===== src/rtl/urng_arbiter_if.sv =====
// Purpose: bundles the requester-side handshake and the generator-side signals of urng_arbiter.
// Latency: none; this is wiring only.
// Backpressure: none here; requesters hold a delivery by keeping req high without ack.
//
// Ports (the modports are seen from urng_arbiter):
//   master : req, ack, gen_u1, gen_u2 in; gen_en, u1, u2, valid, gnt_id, ready, served out
//   slave  : the mirror of master, used by the consumers and the generator
interface urng_arbiter_if #(
  parameter int NREQ = 4,
  parameter int IDW  = 2
);
  logic [NREQ-1:0] req;
  logic [NREQ-1:0] ack;
  logic            gen_en;
  logic [31:0]     gen_u1;
  logic [31:0]     gen_u2;
  logic [31:0]     u1;
  logic [31:0]     u2;
  logic [NREQ-1:0] valid;
  logic [IDW-1:0]  gnt_id;
  logic            ready;
  logic [31:0]     served;

  modport master (
    input  req, ack, gen_u1, gen_u2,
    output gen_en, u1, u2, valid, gnt_id, ready, served
  );

  modport slave (
    output req, ack, gen_u1, gen_u2,
    input  gen_en, u1, u2, valid, gnt_id, ready, served
  );
endinterface


===== src/rtl/urng_arbiter.sv =====
// Purpose: round-robin sharing of one step-enabled U1/U2 uniform generator among NREQ consumers.
// Latency: req sampled in IDLE at edge n -> generator steps at n+1 -> valid[i] high after n+2.
// Backpressure: the sample is held in HOLD until ack[gnt_id], or dropped if req[gnt_id] falls.
//
// Ports:
//   clk, rst : single rising-edge clock; synchronous active-high reset
//   bus      : urng_arbiter_if.master carrying req/ack, gen_en/gen_u1/gen_u2,
//              u1/u2/valid/gnt_id, ready and the served counter
// After reset the generator is stepped WARMUP times with nothing delivered, so the
// first served words are decorrelated from the generator's fixed seeds.
module urng_arbiter #(
  parameter int NREQ   = 4,
  parameter int IDW    = 2,
  parameter int WARMUP = 16
) (
  input  logic           clk,
  input  logic           rst,
  urng_arbiter_if.master bus
);

  localparam logic [15:0]   WARM_LIM = 16'(WARMUP);
  localparam logic [IDW:0]  NREQ_W   = (IDW+1)'(NREQ);
  localparam logic [IDW-1:0] LAST_ID = IDW'(NREQ - 1);

  typedef enum logic [2:0] {
    ST_WARM,
    ST_IDLE,
    ST_STEP,
    ST_WAIT,
    ST_HOLD
  } state_t;

  state_t          state_q, state_d;
  logic [15:0]     warm_cnt_q, warm_cnt_d;
  logic [IDW-1:0]  ptr_q, ptr_d;
  logic [IDW-1:0]  gnt_q, gnt_d;
  logic            gen_en_q, gen_en_d;
  logic            ready_q, ready_d;
  logic [31:0]     u1_q, u1_d;
  logic [31:0]     u2_q, u2_d;
  logic [31:0]     served_q, served_d;
  logic [NREQ-1:0] valid_q, valid_d;

  // Round-robin pick: first requester at or after ptr, wrapping modulo NREQ.
  // cand is one bit wider than an index so ptr+k never overflows before the wrap.
  logic           pick_found;
  logic [IDW-1:0] pick_id;
  logic [IDW:0]   cand;

  always_comb begin
    pick_found = 1'b0;
    pick_id    = ptr_q;
    cand       = '0;
    for (int k = 0; k < NREQ; k++) begin
      cand = {1'b0, ptr_q} + (IDW+1)'(k);
      if (cand >= NREQ_W) begin
        cand = cand - NREQ_W;
      end
      if (!pick_found && bus.req[cand[IDW-1:0]]) begin
        pick_found = 1'b1;
        pick_id    = cand[IDW-1:0];
      end
    end
  end

  // Pointer moves past the last grant whether it was acked or abandoned.
  logic [IDW-1:0] ptr_after_gnt;
  assign ptr_after_gnt = (gnt_q == LAST_ID) ? '0 : gnt_q + 1'b1;

  always_comb begin
    state_d    = state_q;
    warm_cnt_d = warm_cnt_q;
    ptr_d      = ptr_q;
    gnt_d      = gnt_q;
    gen_en_d   = 1'b0;
    ready_d    = ready_q;
    u1_d       = u1_q;
    u2_d       = u2_q;
    served_d   = served_q;
    valid_d    = valid_q;

    unique case (state_q)
      ST_WARM: begin
        ready_d = 1'b0;
        if (warm_cnt_q == WARM_LIM) begin
          state_d = ST_IDLE;
          ready_d = 1'b1;
        end else begin
          gen_en_d   = 1'b1;
          warm_cnt_d = warm_cnt_q + 16'd1;
        end
      end

      ST_IDLE: begin
        if (pick_found) begin
          gnt_d    = pick_id;
          gen_en_d = 1'b1;
          state_d  = ST_STEP;
        end
      end

      // The generator advances on this edge; its new words are visible in WAIT.
      ST_STEP: begin
        state_d = ST_WAIT;
      end

      ST_WAIT: begin
        u1_d    = bus.gen_u1;
        u2_d    = bus.gen_u2;
        valid_d = NREQ'(1) << gnt_q;
        state_d = ST_HOLD;
      end

      // ack wins over a simultaneous req drop; foreign ack bits are ignored.
      ST_HOLD: begin
        if (bus.ack[gnt_q]) begin
          valid_d  = '0;
          served_d = served_q + 32'd1;
          ptr_d    = ptr_after_gnt;
          state_d  = ST_IDLE;
        end else if (!bus.req[gnt_q]) begin
          valid_d = '0;
          ptr_d   = ptr_after_gnt;
          state_d = ST_IDLE;
        end
      end

      default: begin
        state_d = ST_WARM;
      end
    endcase
  end

  always_ff @(posedge clk) begin
    if (rst) begin
      state_q    <= ST_WARM;
      warm_cnt_q <= '0;
      ptr_q      <= '0;
      gnt_q      <= '0;
      gen_en_q   <= 1'b0;
      ready_q    <= 1'b0;
      u1_q       <= '0;
      u2_q       <= '0;
      served_q   <= '0;
      valid_q    <= '0;
    end else begin
      state_q    <= state_d;
      warm_cnt_q <= warm_cnt_d;
      ptr_q      <= ptr_d;
      gnt_q      <= gnt_d;
      gen_en_q   <= gen_en_d;
      ready_q    <= ready_d;
      u1_q       <= u1_d;
      u2_q       <= u2_d;
      served_q   <= served_d;
      valid_q    <= valid_d;
    end
  end

  assign bus.gen_en = gen_en_q;
  assign bus.ready  = ready_q;
  assign bus.u1     = u1_q;
  assign bus.u2     = u2_q;
  assign bus.valid  = valid_q;
  assign bus.gnt_id = gnt_q;
  assign bus.served = served_q;

endmodule


===== src/flat_wrapper.sv =====
// flat-port wrapper written by rule: the top's interface ports become plain ports
module urng_arbiter_flat 
#(
  parameter int NREQ   = 4,
  parameter int IDW    = 2,
  parameter int WARMUP = 16
)
  (clk, rst, bus_req, bus_ack, bus_gen_u1, bus_gen_u2, bus_gen_en, bus_u1, bus_u2, bus_valid, bus_gnt_id, bus_ready, bus_served);
  urng_arbiter_if #(.NREQ(NREQ), .IDW(IDW)) bus_i ();
  input  logic clk;
  input  logic rst;
  input wire logic [$bits(bus_i.req)-1:0] bus_req;
  input wire logic [$bits(bus_i.ack)-1:0] bus_ack;
  input wire logic [$bits(bus_i.gen_u1)-1:0] bus_gen_u1;
  input wire logic [$bits(bus_i.gen_u2)-1:0] bus_gen_u2;
  output wire logic [$bits(bus_i.gen_en)-1:0] bus_gen_en;
  output wire logic [$bits(bus_i.u1)-1:0] bus_u1;
  output wire logic [$bits(bus_i.u2)-1:0] bus_u2;
  output wire logic [$bits(bus_i.valid)-1:0] bus_valid;
  output wire logic [$bits(bus_i.gnt_id)-1:0] bus_gnt_id;
  output wire logic [$bits(bus_i.ready)-1:0] bus_ready;
  output wire logic [$bits(bus_i.served)-1:0] bus_served;
  assign bus_i.req = bus_req;
  assign bus_i.ack = bus_ack;
  assign bus_i.gen_u1 = bus_gen_u1;
  assign bus_i.gen_u2 = bus_gen_u2;
  assign bus_gen_en = bus_i.gen_en;
  assign bus_u1 = bus_i.u1;
  assign bus_u2 = bus_i.u2;
  assign bus_valid = bus_i.valid;
  assign bus_gnt_id = bus_i.gnt_id;
  assign bus_ready = bus_i.ready;
  assign bus_served = bus_i.served;
  urng_arbiter #(.NREQ(NREQ), .IDW(IDW), .WARMUP(WARMUP)) u_core (.clk(clk), .rst(rst), .bus(bus_i));
endmodule

===== config.mk =====
export PLATFORM = sky130hd
export DESIGN_NAME = urng_arbiter_flat
export DESIGN_NICKNAME = d
export VERILOG_FILES = /design/src/rtl/urng_arbiter_if.sv /design/src/rtl/urng_arbiter.sv /design/src/flat_wrapper.sv
export SDC_FILE = /design/constraint.sdc
export NUM_CORES = 1
export LEC_CHECK = 0
export ABC_AREA = 1
export CAP_MARGIN = 15
export CORE_MARGIN = 2
export CORE_UTILIZATION = 30
export CTS_BUF_LIST = sky130_fd_sc_hd__clkbuf_16
export CTS_CLUSTER_SIZE = 40
export DETAILED_ROUTE_END_ITERATION = 10
export GPL_ROUTABILITY_DRIVEN = 0
export SYNTH_ARGS = -nofsm -noshare
export SYNTH_HDL_FRONTEND = slang
export SYNTH_SLANG_ARGS = --single-unit

===== constraint.sdc =====
create_clock -name clk -period 1.3 [get_ports clk]
set_input_delay 0.26 -clock clk [delete_from_list [all_inputs] [get_ports clk]]
set_output_delay 0.26 -clock clk [all_outputs]
set_load 0.02 [all_outputs]

==> impl_metrics.tcl <==
set metrics [dict create \
    status "finished with violations" \
    violations "negative setup slack" \
    clk_path_buf_depth 2 \
    dr.pass1.iters 5 \
    worst_pin_slew_ns 0.392 \
    cts_sinks 125 \
    synth_seq_cells 125 \
    dpl.cell_count 1406 \
    slew_headroom_pct 73.6 \
    drv_cap 0 \
    skew_ns 0.0123 \
    regToRegEndpoint "u_core.bus.served[7]$_SDFFE_PP0P_" \
    min_from "rst" \
    ys_types 43 \
    r2r-start "u_core.bus.gnt_id[0]$_SDFFE_PP0P_" \
    syn_area_mm2 0.00592 \
    irDropWorstVdd_mv 0.911 \
    dp_hpwl_um 13800 \
    stdcell_count 1473 \
    critPathMaxFanout 8 \
    row_count 51 \
    hold_buffers 0 \
    grt_util_all_layers_pct 19.8 \
    syn_avg_cell_area_um2 6.98 \
    n_fill_cell 1809 \
    ys_seq_area_share_pct 42.3 \
    syn_to_final_growth_pct 81.6 \
    syn-num-nets 929 \
    fin_nets 1276 \
    hold_class "in -> reg" \
    io_pins 178 \
    final_max_slew_viol_count 0 \
    fin_crit_ns 1.55 \
    setup_slack_ns -0.250 \
    clock_latency_ns 0.43 \
    synthCells 848 \
    vias_per_cell 4.69 \
    dieArea_mm2 0.0209 \
    crit_arrival_ns 1.89 \
    finalHoldViolations 0 \
    hold_end "u_core.bus.served[14]$_SDFFE_PP0P_" \
    cts-root-buf "clkbuf_16" \
    die_height_um 144 \
    routed_wl_um 21100 \
    port_buffers 177 \
    drive_above_1_share_pct 47.8 \
    crit_type "reg -> reg" \
    clk_pin_slew_ns 0.06 \
    hold_path_depth 3 \
    setup_violations 72 \
    cts_tree "built" \
    start_util_pct 30.5 \
    crit_path_end_kind "register" \
    grt_overflow 0 \
    p_leak_nw 4.83 \
    reg2reg_depth 8 \
    rsz0062_at_grt "yes" \
    h-tree-depth 4 \
    vias 6908 \
    regToRegSetupSlack_ns -0.25 \
    detail_route.iter0.violations 284 \
    grt_pass1_wl_um 32700 \
    core-area_mm2 0.0194 \
    die_width_um 144 \
    crit_path_start_kind "register" \
    grt_pass1_vias 6671 \
    finalCritPeriodShare_pct 119 \
    dpl_cell_area_mm2 0.00917 \
    grt_antenna_before_repair 0 \
    grt_max_degree 63 \
    crit_required_ns 1.64 \
    antenna_cells 0 \
    power_density_mw_per_mm2 825 \
    cts-buffers-inserted 17 \
    max_freq_mhz 645 \
    synth_warnings 0 \
    fin_area_mm2 0.0107 \
    drtAntennaViolNets 0 \
    drc_errors 0 \
    wl_per_cell_um 14.4 \
]
-- critical path, cell delays in order (launching register included) --
cell and delay (ns):
dfxtp_4 0.42, nand2_2 0.06, nand3_2 0.10, nand3_4 0.21, nor2_4 0.26, inv_2 0.08
o21ai_1 0.12, nand2_1 0.07, a31oi_1 0.15
-- metal layers --
layer | wire length, um | vias up | GRT usage, % | part of all wire (%)
met1 | 9030 | 3194 | 24.7 | 43
li1 | - | 3491 | - | -
met2 | 10100 | 200 | 31.7 | 48
met5 | 0 | - | 0 | 0
met4 | 351 | 0 | 6.34 | 1.7
met3 | 1670 | 23 | 7.25 | 7.9
-- state kept, by name, summed over array words and instances, names as in the netlist --
register	cells
u_core.bus.gen_en	1
u_core.bus.gnt_id	2
u_core.bus.ready	1
u_core.bus.served	32
u_core.bus.u1	32
u_core.bus.u2	32
u_core.bus.valid	4
u_core.ptr_q	2
u_core.state_q	3
u_core.warm_cnt_q	16
-- cell usage after synthesis --
cell type	instances	area [um2]
and2_1	1	6.26
nor2_1	177	664
nand3b_2	1	11.3
o21a_1	1	7.51
nor2_8	1	20.0
ha_1	7	87.6
o21ai_2	1	8.76
nor2_4	4	45.0
nand2_4	2	22.5
xnor2_1	1	8.76
o211ai_1	1	7.51
o21ai_0	79	395
buf_2	7	35.0
inv_2	9	33.8
o31ai_1	1	7.51
xor2_1	14	123
clkinv_2	1	5.00
nand2_2	5	31.3
nand4_1	14	87.6
buf_6	2	22.5
and3_1	1	6.26
nor4_1	2	12.5
nand3_1	36	180
a21oi_1	50	250
nor3_2	1	10.0
buf_1	1	3.75
nor3_4	2	32.5
nand3b_1	4	30.0
nand3_4	1	17.5
nand2_1	174	653
nor3b_1	7	52.6
nand3_2	4	40.0
nor2_2	2	12.5
clkinv_1	1	3.75
clkbuf_1	22	82.6
o21ai_1	5	25.0
nor3_1	23	115
dfxtp_1	125	2500
inv_1	48	180
nor3b_2	1	12.5
buf_4	3	22.5
a21boi_2	1	11.3
a31oi_1	5	31.3
-- timing repair --
action	CTS	global route
pin swaps	46	45
resized for setup	550	208
setup endpoints to repair	198	166
cloned	6	1
setup buffers	12	19
-- layout make-up --
cell class	instances	area [um2]	area share, %
clock buffer	17	425	3.96
clock inverter	15	126	1.18
inverter	59	259	2.41
multi-input combinational	630	3830	35.6
sequential	125	2600	24.2
tap	265	332	3.08
timing repair buffer	362	3180	29.6
-- stage by stage --
step / worst slack (ns) / total power [mW] / hold slack [ns] / utilization (%) / TNS [ns]
3_3_place_gp: -0.439 / 4.37 / 0.454 / 47.2 / -19.50
6_report: -0.250 / 8.86 / 0.280 / 55.4 / -8.38
2_1_floorplan: -0.121 / 4.06 / 0.395 / - / -1.48
5_1_grt: -0.333 / 9.16 / 0.301 / 55.4 / -14.71
4_1_cts: -0.177 / 8.93 / 0.255 / 53.1 / -6.39
3_5_place_dp: -0.468 / 4.37 / 0.461 / 47.2 / -20.48
-- power by group --
part | switching [mW] | total [mW] | internal [mW] | leakage (nW)
logic | 0.234 | 0.541 | 0.307 | 3.53
clock network | 2.02 | 4.52 | 2.50 | 0.270
registers | 0.00546 | 3.80 | 3.80 | 1.03
total | 2.26 | 8.86 | 6.60 | 4.83
-- cell usage in the layout (no fill, tap or decap), types with 6 or more instances in the layout --
cell,netlist,layout
inv_6,0,9
buf_2,7,75
buf_6,2,55
nor3_4,2,6
dfxtp_1,125,87
dfxtp_2,0,18
nor2_1,177,123
nand3_2,4,8
inv_1,48,39
o21ai_2,1,12
a21oi_2,0,19
buf_12,0,8
nand3_1,36,29
nand2_4,2,22
o21ai_1,5,32
nor3_2,1,6
nor3_1,23,14
xor2_1,14,13
nand2_1,174,113
inv_2,9,14
buf_4,3,136
o21ai_0,79,41
nor2_2,2,44
clkdlybuf4s15_2,0,10
clkdlybuf4s50_1,0,71
a21oi_1,50,31
clkbuf_16,0,18
nor2_4,4,16
nand2_2,5,46
nand4_1,14,14
dfxtp_4,0,20
-- cells by family (layout without fill, tap and decap cells) --
| group | Yosys count | after routing | synth area share [%] |
|---|---|---|---|
| AND/OR/NAND/NOR | 463 | 464 | 34.9 |
| AO/OA/AOI/OAI | 144 | 144 | 12.6 |
| flip-flops | 125 | 125 | 42.3 |
| buffers and inverters | 94 | 453 | 6.57 |
| XOR/XNOR | 15 | 15 | 2.22 |
| adder cells (fa/ha/maj) | 7 | 7 | 1.48 |
-- how the worst max path moves through the flow --
stage | slack [ns] | end | from | cells past startpoint
floorplan | -0.12 | u_core.bus.served[24]$_SDFFE_PP0P_ | u_core.bus.gnt_id[0]$_SDFFE_PP0P_ | 10
global placement | -0.44 | u_core.bus.served[5]$_SDFFE_PP0P_ | bus_ack[3] | 9
detailed placement | -0.47 | u_core.bus.served[5]$_SDFFE_PP0P_ | bus_ack[3] | 9
CTS | -0.18 | u_core.bus.served[24]$_SDFFE_PP0P_ | u_core.bus.served[7]$_SDFFE_PP0P_ | 9
global route | -0.33 | u_core.bus.served[7]$_SDFFE_PP0P_ | u_core.state_q[0]$_SDFFE_PP0P_ | 9
finish | -0.25 | u_core.bus.served[7]$_SDFFE_PP0P_ | u_core.bus.gnt_id[0]$_SDFFE_PP0P_ | 8
Note: power is estimated with default switching activity, not from simulation.
